==> config.mk <==
export PLATFORM = sky130hd
export DESIGN_NAME = adder_result_fifo
export DESIGN_NICKNAME = d
export VERILOG_FILES = /design/src/rtl/adder_result_fifo.sv
export SDC_FILE = /design/constraint.sdc
export NUM_CORES = 1
export LEC_CHECK = 0
export ABC_AREA = 1
export CORE_MARGIN = 10
export CORE_UTILIZATION = 40
export CTS_CLUSTER_DIAMETER = 50
export DETAILED_ROUTE_END_ITERATION = 12
export HOLD_SLACK_MARGIN = 0.05
export RECOVER_POWER = 50
export SYNTH_ARGS = -nofsm -noshare
export SYNTH_HDL_FRONTEND = slang
export SYNTH_SLANG_ARGS = --single-unit
==> constraint.sdc <==
create_clock -name clk -period 3.8 [get_ports clk]
set_input_delay 0.95 -clock clk [delete_from_list [all_inputs] [get_ports clk]]
set_output_delay 0.95 -clock clk [all_outputs]
set_load 0.03 [all_outputs]
==> src/rtl/adder_result_fifo.sv <==
// Result buffer behind adder_16bit: a DEPTH-entry FIFO of {overflow, cout, sum}
// with valid/ready on both sides, plus sticky and saturating overflow statistics.
module adder_result_fifo #(
  parameter int DEPTH = 4,
  parameter int CNT_W = 8
) (
  input  logic                     clk,
  input  logic                     rst,
  // Handshake: a transfer happens on a rising edge where valid and ready are
  // both 1; ready never depends on the same-side valid, valid never on ready.
  input  logic                     in_valid,
  output logic                     in_ready,
  input  logic [15:0]              in_sum,
  input  logic                     in_cout,
  input  logic                     in_overflow,
  output logic                     out_valid,
  input  logic                     out_ready,
  output logic [15:0]              out_sum,
  output logic                     out_cout,
  output logic                     out_overflow,
  output logic [$clog2(DEPTH):0]   count,
  output logic                     ovf_sticky,
  output logic [CNT_W-1:0]         ovf_count,
  input  logic                     clr_stats
);

  localparam int PTR_W = $clog2(DEPTH);
  localparam int OCC_W = PTR_W + 1;
  localparam logic [PTR_W-1:0] PTR_ONE = PTR_W'(1);
  localparam logic [OCC_W-1:0] OCC_ONE = OCC_W'(1);
  localparam logic [OCC_W-1:0] OCC_FULL = OCC_W'(DEPTH);
  localparam logic [CNT_W-1:0] STAT_ONE = CNT_W'(1);
  localparam logic [CNT_W-1:0] STAT_MAX = '1;

  logic [17:0]      mem_q [DEPTH];
  logic [PTR_W-1:0] wr_ptr_q, wr_ptr_d;
  logic [PTR_W-1:0] rd_ptr_q, rd_ptr_d;
  logic [OCC_W-1:0] count_q, count_d;
  logic             ovf_sticky_q, ovf_sticky_d;
  logic [CNT_W-1:0] ovf_count_q, ovf_count_d;

  logic        push;
  logic        pop;
  logic [17:0] head;

  assign in_ready  = (count_q != OCC_FULL);
  assign out_valid = (count_q != '0);
  assign push      = in_valid & in_ready;
  assign pop       = out_valid & out_ready;

  // Outputs read registered storage only, so there is no same-cycle path from in_* to out_*.
  assign head = mem_q[rd_ptr_q];
  assign {out_overflow, out_cout, out_sum} = out_valid ? head : 18'd0;

  assign count      = count_q;
  assign ovf_sticky = ovf_sticky_q;
  assign ovf_count  = ovf_count_q;

  always_comb begin
    wr_ptr_d = wr_ptr_q;
    rd_ptr_d = rd_ptr_q;
    count_d  = count_q;
    if (push) wr_ptr_d = wr_ptr_q + PTR_ONE;
    if (pop)  rd_ptr_d = rd_ptr_q + PTR_ONE;
    case ({push, pop})
      2'b10:   count_d = count_q + OCC_ONE;
      2'b01:   count_d = count_q - OCC_ONE;
      default: count_d = count_q;
    endcase
  end

  // A clear applied with an overflow push keeps that push's contribution.
  always_comb begin
    ovf_sticky_d = ovf_sticky_q;
    ovf_count_d  = ovf_count_q;
    if (clr_stats) begin
      ovf_sticky_d = 1'b0;
      ovf_count_d  = '0;
    end
    if (push && in_overflow) begin
      ovf_sticky_d = 1'b1;
      if (ovf_count_d != STAT_MAX) ovf_count_d = ovf_count_d + STAT_ONE;
    end
  end

  always_ff @(posedge clk or posedge rst) begin
    if (rst) begin
      wr_ptr_q     <= '0;
      rd_ptr_q     <= '0;
      count_q      <= '0;
      ovf_sticky_q <= 1'b0;
      ovf_count_q  <= '0;
    end else begin
      wr_ptr_q     <= wr_ptr_d;
      rd_ptr_q     <= rd_ptr_d;
      count_q      <= count_d;
      ovf_sticky_q <= ovf_sticky_d;
      ovf_count_q  <= ovf_count_d;
    end
  end

  always_ff @(posedge clk) begin
    if (push) mem_q[wr_ptr_q] <= {in_overflow, in_cout, in_sum};
  end

endmodule

==> results of run 1 <==
critical path, stage by stage (launching register included):
cell	delay (ns)
dfrtp_1	0.40
inv_2	0.42
o21ai_0	0.17
a21oi_1	0.23
clkdlybuf4s50_1	0.71
sequential cells by signal, summed over array words and instances (netlist names):
register	flops
mem_q	72
count	3
rd_ptr_q	2
ovf_sticky	1
ovf_count	8
wr_ptr_q	2
cell families (layout without fill, tap and decap cells):
kind of cell / count (synthesis) / count (layout) / share of synthesized area (%)
flip-flops: 88 / 88 / 66.97
adder cells (fa/ha/maj): 7 / 7 / 2.485
buffers and inverters: 37 / 103 / 4.872
XOR/XNOR: 6 / 6 / 1.373
AO/OA/AOI/OAI: 64 / 64 / 8.535
AND/OR/NAND/NOR: 134 / 134 / 15.76
cells in the mapped netlist (2+ instances only):
cell | instances | share of area (%)
a21oi_1 | 20 | 2.6
buf_2 | 4 | 0.52
buf_4 | 3 | 0.59
buf_6 | 3 | 0.88
dfrtp_1 | 16 | 10
edfxtp_1 | 72 | 57
ha_1 | 6 | 2.0
inv_1 | 20 | 2.0
inv_2 | 2 | 0.20
inv_4 | 3 | 0.49
nand2_1 | 25 | 2.5
nand2_2 | 6 | 0.98
nand3_1 | 11 | 1.4
nand3_2 | 2 | 0.52
nor2_1 | 82 | 8.0
nor2_2 | 2 | 0.33
nor2_4 | 2 | 0.59
o21ai_0 | 21 | 2.7
o21ai_1 | 21 | 2.7
xnor2_1 | 2 | 0.46
xor2_1 | 4 | 0.92
metrics by stage:
stage	std cells	setup WS, ns	instance area, um^2	utilization, %
after global placement	515	0.9244	4518	48.67
after detailed placement	515	0.8851	4518	48.67
after global routing	531	0.3919	4687	50.49
final	531	0.5687	4687	50.49
after floorplan	336	1.362	3826	-
after CTS	531	0.5156	4706	50.69
layer usage:
metal | global-route usage, % | vias up
met4 | 4.791 | 0
li1 | - | 1260
met1 | 13.83 | 1235
met5 | 0 | -
met3 | 2.830 | 10
met2 | 20.66 | 38
layout make-up:
class                      instances  share of cell area [%]
inverter                          25                   2.162
multi-input combinational        211                   22.98
timing repair buffer              62                   12.73
tap                              129                   3.444
clock inverter                     5                   1.201
sequential                        88                   54.67
clock buffer                      11                   2.803
worst max-delay path by stage:
stage                           endpoint  cells past startpoint                     from
floorplan                       out_cout                      4     count[2]$_DFFE_PP0P_
global placement                out_cout                      4  rd_ptr_q[0]$_DFFE_PP0P_
detailed placement  count[2]$_DFFE_PP0P_                      9                out_ready
CTS                             out_cout                      4  rd_ptr_q[0]$_DFFE_PP0P_
global route                    out_cout                      4  rd_ptr_q[0]$_DFFE_PP0P_
finish                          out_cout                      4  rd_ptr_q[0]$_DFFE_PP0P_
power breakdown:
part           internal (mW)  leakage, nW  switching, mW  total (mW)
clock network          0.305       0.0937          0.318       0.623
logic                  0.634        0.798           1.11        1.74
registers               1.26        0.864         0.0836        1.34
==> results.yml, run 1 <==
status:
  status: "finished, final reports clean"
final_layout:
  final_cell_mix: "nor2_1, edfxtp_1, clkdlybuf4s50_1"
  nFillCells: 876
  n_antenna_cell: 0
  ff_latch_area_um2: 2562
  multi_input_area_um2: 1077
  final_nets: 427
  layout-drive-gt1-share_pct: 11.19
  area_growth_pct: 22.50
  layout_commonest_cell: "nor2_1"
min_path:
  hp-class: "register to register"
  holdPathEnd: "ovf_sticky$_DFFE_PP0P_"
  min_from: "ovf_sticky$_DFFE_PP0P_"
  worstHoldPathCells: 2
floorplan:
  row_count: 35
  start_util_pct: 41.21
  io_pins: 55
  coreArea_um2: 9284
  die_h_um: 117.8
  dieArea_um2: 13880
  die_w_um: 117.8
timing:
  hold_ws_ns: 0.4923
  finalSetupViolCount: 0
  final.period_utilization_pct: 85.03
  rsz0062_at_grt: "no"
  finalCriticalPeriod_ns: 3.231
  worstMarginPinSlew_ns: 1.154
  relSlewSlack_pct: 23.09
  timing.setup.tns_ns: 0
  hold_violations: 0
  skew_ns: 0.009244
  finalMaxSlewViolations: 0
  fmax_mhz: 309.5
worst_setup_path:
  critical_path_class: "register to primary output"
  r2r-end: "mem_q[2][6]$_DFFE_PP_"
  critical_path_required_ns: 2.85
  cp.arrival_ns: 2.28
  endpoint_kind: "primary output"
  cp-start-kind: "register"
  rrSetupSlack_ns: 1.55
  timing.rr.start: "count[1]$_DFFE_PP0P_"
  crit_path_max_fanout: 36
  rr_worst_depth: 5
logic_synthesis:
  synth_ff_type: "edfxtp_1"
  syn_nets: 366
  syn_area_um2: 3826
  ys_seq_elements: 88
  syn_inst: 336
  ys_types: 30
  synthesis.yosys.warnings: 0
  synth_seq_area_share_pct: 66.97
  synth_area_per_cell_um2: 11.39
  synth_edf_count: 72
  async_reset_ff_share_pct: 18.18
placement:
  gp_congestion: 0.7904
  dp_hpwl_um: 5246
  io_buffers: 54
clock_tree:
  clock_path_buffers: 2
  htreeDepth: 3
  clkLatencyLatePin_ns: 0.34
  cts-root-buf: "clkbuf_8"
  postCtsSetupBuffers: 0
  numCtsBuffers: 9
  clk_pin_slew_ns: 0.08
  clock_sinks: 88
  cts_tree: "done"
  cts_resized: 0
  holdBufCountCts: 0
detailed_routing:
  drt_iter0_drc: 89
  first_pass_iters: 4
  avgRoutedWirePerCell_um: 14.98
  viasPerCell: 4.789
  ant_nets: 0
  via_count: 2543
  drcViolationCount: 0
  met3_length_um: 302
  met1_length_um: 3493
  dr.max_layer_used: "met4"
  wl_met2_um: 4040
  wl_um: 7953
global_route:
  antenna_found_initial: 0
  grt_pass1_vias: 2709
  grt_use_total_pct: 11.93
  overflow: 0
  grt_max_degree: 37
  grt_first_pass_wirelength_um: 13590
job:
  drv_cap: 0
power_and_ir_drop:
  finalPower_mw: 3.709
  vdd_drop_max_mv: 0.3079
  p_leak_nw: 1.755
  powerDensity_nw_per_um2: 791.3
Power figures use the tool's default switching activity.
==> inputs of run 2 (changes only) <==
--- a/config.mk
+++ b/config.mk
@@ -6,12 +6,16 @@
 export NUM_CORES = 1
 export LEC_CHECK = 0
 export ABC_AREA = 1
+export CELL_PAD_IN_SITES_DETAIL_PLACEMENT = 2
+export CELL_PAD_IN_SITES_GLOBAL_PLACEMENT = 2
 export CORE_MARGIN = 10
-export CORE_UTILIZATION = 40
+export CORE_UTILIZATION = 38
 export CTS_CLUSTER_DIAMETER = 50
 export DETAILED_ROUTE_END_ITERATION = 12
 export HOLD_SLACK_MARGIN = 0.05
+export PLACE_DENSITY_LB_ADDON = 0.1
 export RECOVER_POWER = 50
+export SLEW_MARGIN = 20
 export SYNTH_ARGS = -nofsm -noshare
 export SYNTH_HDL_FRONTEND = slang
 export SYNTH_SLANG_ARGS = --single-unit
==> run 2 against run 1 <==
Net effect:
- via count is 5.8% higher
- final cell count is 0.75% higher
- sequential power hardly changed
- routed wire length is 37% higher
- fmax is 6.5% lower
- register-to-register slack worse by 0.18 ns
==> results.yml, run 2 (synthesis results as in run 1) <==
status:
  status: "finished, final reports clean"
worst_setup_path:
  rrSetupSlack_ns: 1.37
  critical_path_required_ns: 2.85
  crit_path_max_fanout: 9
  critical_path_class: "register to primary output"
  endpoint_kind: "primary output"
  cp-start-kind: "register"
  cp.arrival_ns: 2.51
final_layout:
  nFillCells: 990
  largest_register: "mem_q"
  largest_reg_flops: 72
  layout-drive-gt1-share_pct: 10.95
  layout_commonest_cell: "nor2_1"
  final_cell_mix: "nor2_1, edfxtp_1, clkdlybuf4s50_1"
  n_antenna_cell: 0
  final_nets: 427
  final_area_um2: 4716
  area_growth_pct: 23.25
timing:
  timing.setup.tns_ns: 0
  final.period_utilization_pct: 90.98
  rsz0062_at_grt: "no"
  skew_ns: 0.01323
  hold_violations: 0
  fmax_mhz: 289.2
  worstMarginPinSlew_ns: 1.183
  finalSetupViolCount: 0
  finalCriticalPeriod_ns: 3.457
  finalMaxSlewViolations: 0
  hold_ws_ns: 0.5008
  setup_slack_ns: 0.3427
  relSlewSlack_pct: 21.13
floorplan:
  coreArea_um2: 9774
  start_util_pct: 39.14
  die_h_um: 120.3
  row_count: 36
  die_w_um: 120.3
  dieArea_um2: 14480
  io_pins: 55
power_and_ir_drop:
  p_leak_nw: 1.763
  switchingPower_mw: 1.640
  vdd_drop_max_mv: 0.3598
  pwr-share-clk_pct: 18.0
  switching_share_pct: 42.00
  pwr-share-seq_pct: 34.6
  internal-power_mw: 2.265
  powerDensity_nw_per_um2: 827.9
  finalPower_mw: 3.904
  pwr-share-comb_pct: 47.5
global_route:
  grt_pass1_vias: 3153
  antenna_found_initial: 0
  grt_first_pass_wirelength_um: 17440
  overflow: 0
  grt_use_total_pct: 15.73
  grt_max_degree: 39
clock_tree:
  holdBufCountCts: 0
  clock_path_buffers: 2
  htreeDepth: 3
  cts-root-buf: "clkbuf_8"
  clk_pin_slew_ns: 0.09
  clock_sinks: 88
  cts_tree: "done"
  numCtsBuffers: 9
  postCtsSetupBuffers: 0
  clkLatencyLatePin_ns: 0.36
  cts_resized: 0
placement:
  gp_congestion: 0.7153
  place_area_um2: 4523
  dp_hpwl_um: 7593
  io_buffers: 54
  pre_cts_ws_ns: 0.6966
detailed_routing:
  via_count: 2691
  drt_iter0_drc: 150
  drcViolationCount: 0
  ant_nets: 0
  wl_um: 10890
  viasPerCell: 5.030
  avgRoutedWirePerCell_um: 20.36
  first_pass_iters: 4
job:
  drv_cap: 0
min_path:
  hp-class: "register to register"
[run 2: cell types whose count changed in the layout (fill, tap and decap cells not counted), sizes merged]
cell           delta
bufinv            +1
clkbuf            -1
clkdlybuf4s50     +1
clkinv            +1
dlygate4sd3       -1
inv               -1
[run 2: critical path, cell delays in order, from the launching register on]
cell             delay (ns)
dfrtp_1                0.45
nor3_2                 0.71
buf_4                  0.29
a21oi_1                0.06
clkdlybuf4s50_1        0.63
[run 2: metal layers]
layer	vias to the layer above	track usage, %	routed length, um
met3	9	4.467	415
met2	41	29.20	5829
li1	1260	-	-
met4	0	4.072	99
met1	1381	17.17	4550
met5	-	0	0
[run 2: power by group through the flow]
stage	Combinational, mW	Sequential [mW]	Clock, mW
after floorplan	1.11	1.38	0
after CTS	1.91	1.35	0.717
after global placement	1.81	1.35	0
after global routing	2.03	1.37	0.760
after detailed placement	1.89	1.37	0
final	1.85	1.35	0.701
[run 2: final timing paths]
check	startpoint	to	cells after the start
worst max-delay path	count[2]$_DFFE_PP0P_	out_cout	4
worst min-delay path	ovf_sticky$_DFFE_PP0P_	ovf_sticky$_DFFE_PP0P_	2
worst max register to register	count[2]$_DFFE_PP0P_	count[1]$_DFFE_PP0P_	6
worst min register to register	ovf_sticky$_DFFE_PP0P_	ovf_sticky$_DFFE_PP0P_	2
max in group asynchronous	rst	wr_ptr_q[1]$_DFFE_PP0P_	2
min in group asynchronous	rst	rd_ptr_q[1]$_DFFE_PP0P_	2
[run 2: per-stage QoR]
stage                     utilization [%]  cells
after floorplan                         -    336
after global placement              46.28    519
after detailed placement            46.28    519
after CTS                           48.44    535
after global routing                48.25    535
final                               48.25    535
[run 2: layout make-up]
class                      instances  area (um^2)  area share [%]
sequential                        88         2562           54.34
multi-input combinational        211         1077           22.84
timing repair buffer              62        596.8           12.66
tap                              133        166.4           3.529
clock buffer                      10        127.6           2.706
inverter                          25        101.3           2.149
clock inverter                     6        83.83           1.778
==> inputs of run 3 (changes only) <==
--- a/config.mk
+++ b/config.mk
@@ -5,15 +5,14 @@
 export SDC_FILE = /design/constraint.sdc
 export NUM_CORES = 1
 export LEC_CHECK = 0
-export ABC_AREA = 1
 export CELL_PAD_IN_SITES_DETAIL_PLACEMENT = 2
 export CELL_PAD_IN_SITES_GLOBAL_PLACEMENT = 2
 export CORE_MARGIN = 10
-export CORE_UTILIZATION = 38
+export CORE_UTILIZATION = 40
 export CTS_CLUSTER_DIAMETER = 50
 export DETAILED_ROUTE_END_ITERATION = 12
 export HOLD_SLACK_MARGIN = 0.05
-export PLACE_DENSITY_LB_ADDON = 0.1
+export PLACE_DENSITY_LB_ADDON = 0.25
 export RECOVER_POWER = 50
 export SLEW_MARGIN = 20
 export SYNTH_ARGS = -nofsm -noshare
==> run 3 against run 2 <==
Net effect:
- routed wire length is 24% lower
- final cell count is 30% lower
- utilization is 2.5 points higher
- hold slack better by 0.023 ns
- total power is 11% lower
- fmax is 3.2% higher
- die area is 7.6% lower
- sequential cell count stayed put
- count of clock-buffer cells in the layout stayed put
- critical path depth stayed put
- setup slack better by 0.11 ns
- clock power is 19% lower
==> results.yml, run 3 <==
final_layout:
  area_growth_pct: 22.08
  largest_register: "mem_q"
  layout_commonest_cell: "edfxtp_1"
  final_nets: 292
  final_cells: 375
  final_cell_mix: "edfxtp_1, clkdlybuf4s50_1, dlygate4sd3_1"
  n_antenna_cell: 0
  final_core_util_pct: 50.75
  layout-drive-gt1-share_pct: 16.10
  largest_reg_flops: 72
worst_setup_path:
  rrSetupSlack_ns: 1.19
  slowest_stage: "dfrtp_1"
  rr_worst_depth: 8
  cpPeakStageDelay_ns: 0.66
  timing.rr.start: "count[0]$_DFFE_PP0P_"
  critical_path_required_ns: 2.85
  endpoint_kind: "primary output"
  r2r-end: "count[2]$_DFFE_PP0P_"
  path_cells: "buf_4 -> mux4_2 -> and2_1 -> clkdlybuf4s50_1"
  cp.arrival_ns: 2.40
  crit_path_max_fanout: 11
  critical_path_class: "register to primary output"
  cp-start-kind: "register"
detailed_routing:
  wl_um: 8292
  avgRoutedWirePerCell_um: 22.11
  drt_iter0_drc: 57
  viasPerCell: 5.181
  ant_nets: 0
  via_count: 1943
  drcViolationCount: 0
  first_pass_iters: 4
timing:
  finalCriticalPeriod_ns: 3.350
  worstMarginPinSlew_ns: 0.9948
  skew_ns: 0.01034
  final.period_utilization_pct: 88.17
  rsz0062_at_grt: "no"
  fmax_mhz: 298.5
  hold_violations: 0
  finalMaxSlewViolations: 0
  relSlewSlack_pct: 33.68
  timing.setup.tns_ns: 0
  finalSetupViolCount: 0
logic_synthesis:
  synth_commonest_cells: "edfxtp_1, and2_1, mux4_2"
  yosysMostFrequentCell: "edfxtp_1"
  async_reset_ff_share_pct: 18.18
  syn_nets: 232
  synth_ff_type: "edfxtp_1"
  syn_inst: 202
  synth_seq_area_share_pct: 69.99
  synth.top_cells.by_area: "edfxtp_1, mux4_2, dfrtp_1"
  synthesis.yosys.warnings: 0
  ys_types: 37
  synth_area_per_cell_um2: 18.12
  synth_edf_count: 72
  yosys.area.top_type_share_pct: 59.06
  ys_seq_elements: 88
  synth_top_area_cell: "edfxtp_1"
  syn_area_um2: 3661
power_and_ir_drop:
  switchingPower_mw: 1.284
  pwr-share-seq_pct: 39.2
  p_leak_nw: 1.569
  powerDensity_nw_per_um2: 778.5
  internal-power_mw: 2.196
  switching_share_pct: 36.90
  pwr-share-comb_pct: 44.4
  vdd_drop_max_mv: 0.3409
  pwr-share-clk_pct: 16.4
clock_tree:
  clock_path_buffers: 2
  cts_tree: "done"
  numCtsBuffers: 9
  clock_sinks: 88
  cts-root-buf: "clkbuf_8"
  cts_resized: 0
  clkLatencyLatePin_ns: 0.35
  clk_pin_slew_ns: 0.09
  htreeDepth: 3
  postCtsSetupBuffers: 0
  holdBufCountCts: 0
floorplan:
  coreArea_um2: 8806
  start_util_pct: 41.57
  die_w_um: 115.7
  row_count: 34
  io_pins: 55
  dieArea_um2: 13380
  die_h_um: 115.7
min_path:
  holdPathEnd: "count[2]$_DFFE_PP0P_"
  min_from: "count[2]$_DFFE_PP0P_"
  worstHoldPathCells: 1
  hp-class: "register to register"
placement:
  io_buffers: 54
  dp.cells: 359
  gp_congestion: 0.7474
  dp_hpwl_um: 5824
global_route:
  grt_pass1_vias: 2257
  grt_max_degree: 21
  grt_first_pass_wirelength_um: 13130
  antenna_found_initial: 0
  overflow: 0
  grt_use_total_pct: 13.06
status:
  status: "finished, final reports clean"
job:
  drv_cap: 0
==> run 3: changes by cell type in the layout (fill, tap and decap cells not counted), moves of 5 or more <==
cell and change:
nor2_2 -5, nand3_1 -10, mux4_2 +18, nand2_2 -5, nand2_1 -22, and2_1 +18
o21ai_1 -21, inv_1 -12, nor2_1 -72, a21oi_1 -19, o21ai_0 -20
==> run 3: how the worst max path moves through the flow <==
stage                                        from                     end  slack [ns]  cells past startpoint
after floorplan                         clr_stats  ovf_count[1]$_DFF_PP0_        1.35                      7
after global placement                  clr_stats  ovf_count[1]$_DFF_PP0_        0.75                      7
after detailed placement                clr_stats  ovf_count[1]$_DFF_PP0_        0.58                      7
after CTS                 rd_ptr_q[1]$_DFFE_PP0P_             out_sum[10]        0.38                      4
after global routing      rd_ptr_q[1]$_DFFE_PP0P_             out_sum[10]        0.30                      4
final                     rd_ptr_q[1]$_DFFE_PP0P_             out_sum[10]        0.45                      4
==> run 3: metal layers <==
layer / track usage, % / up-vias / wire (um)
met5: 0 / - / 0
met4: 4.003 / 0 / 84
met3: 3.876 / 5 / 393
met2: 22.43 / 37 / 4299
met1: 15.55 / 1023 / 3514
li1: - / 878 / -
==> run 3: power by group through the flow <==
| stage | logic (mW) | registers (mW) | clock network [mW] |
|---|---|---|---|
| 6_report | 1.55 | 1.36 | 0.569 |
| 5_1_grt | 1.67 | 1.39 | 0.625 |
| 4_1_cts | 1.60 | 1.37 | 0.589 |
| 3_5_place_dp | 1.59 | 1.39 | 0 |
| 3_3_place_gp | 1.54 | 1.37 | 0 |
| 2_1_floorplan | 0.974 | 1.38 | 0 |
==> run 3: cells by family (layout without fill, tap and decap cells) <==
logic type,Yosys count,after routing,synth area share [%]
flip-flops,88,88,69.99
AND/OR/NAND/NOR,54,54,9.638
multiplexers,24,24,12.92
buffers and inverters,16,81,2.085
XOR/XNOR,9,9,2.153
adder cells (fa/ha/maj),7,7,2.597
AO/OA/AOI/OAI,4,4,0.6149
==> run 3: cell type report <==
cell class                 instances  area, um^2
fill                             811        4337
timing repair buffer              57       563.0
inverter                           8       30.03
multi-input combinational         98        1007
clock buffer                      10       127.6
sequential                        88        2562
clock inverter                     6       43.79
tap                              108       135.1
==> run 3: metrics by stage <==
stage                     instance area [um^2]  setup slack (ns)  total power [mW]  hold slack (ns)
after detailed placement                  4313            0.5837             2.975           0.5036
final                                     4469            0.4496             3.480           0.5235
after global routing                      4469            0.3008             3.677           0.5543
after CTS                                 4484            0.3779             3.557           0.5259
after global placement                    4313            0.7516             2.910           0.4936
after floorplan                           3661             1.349             2.352           0.4980
==> run 3: critical path: cells and delay by family (launching register included) <==
kind,cells,cell delay [ns]
flip-flops,1,0.66
buffers and inverters,2,0.91
AND/OR/NAND/NOR,1,0.18
multiplexers,1,0.31
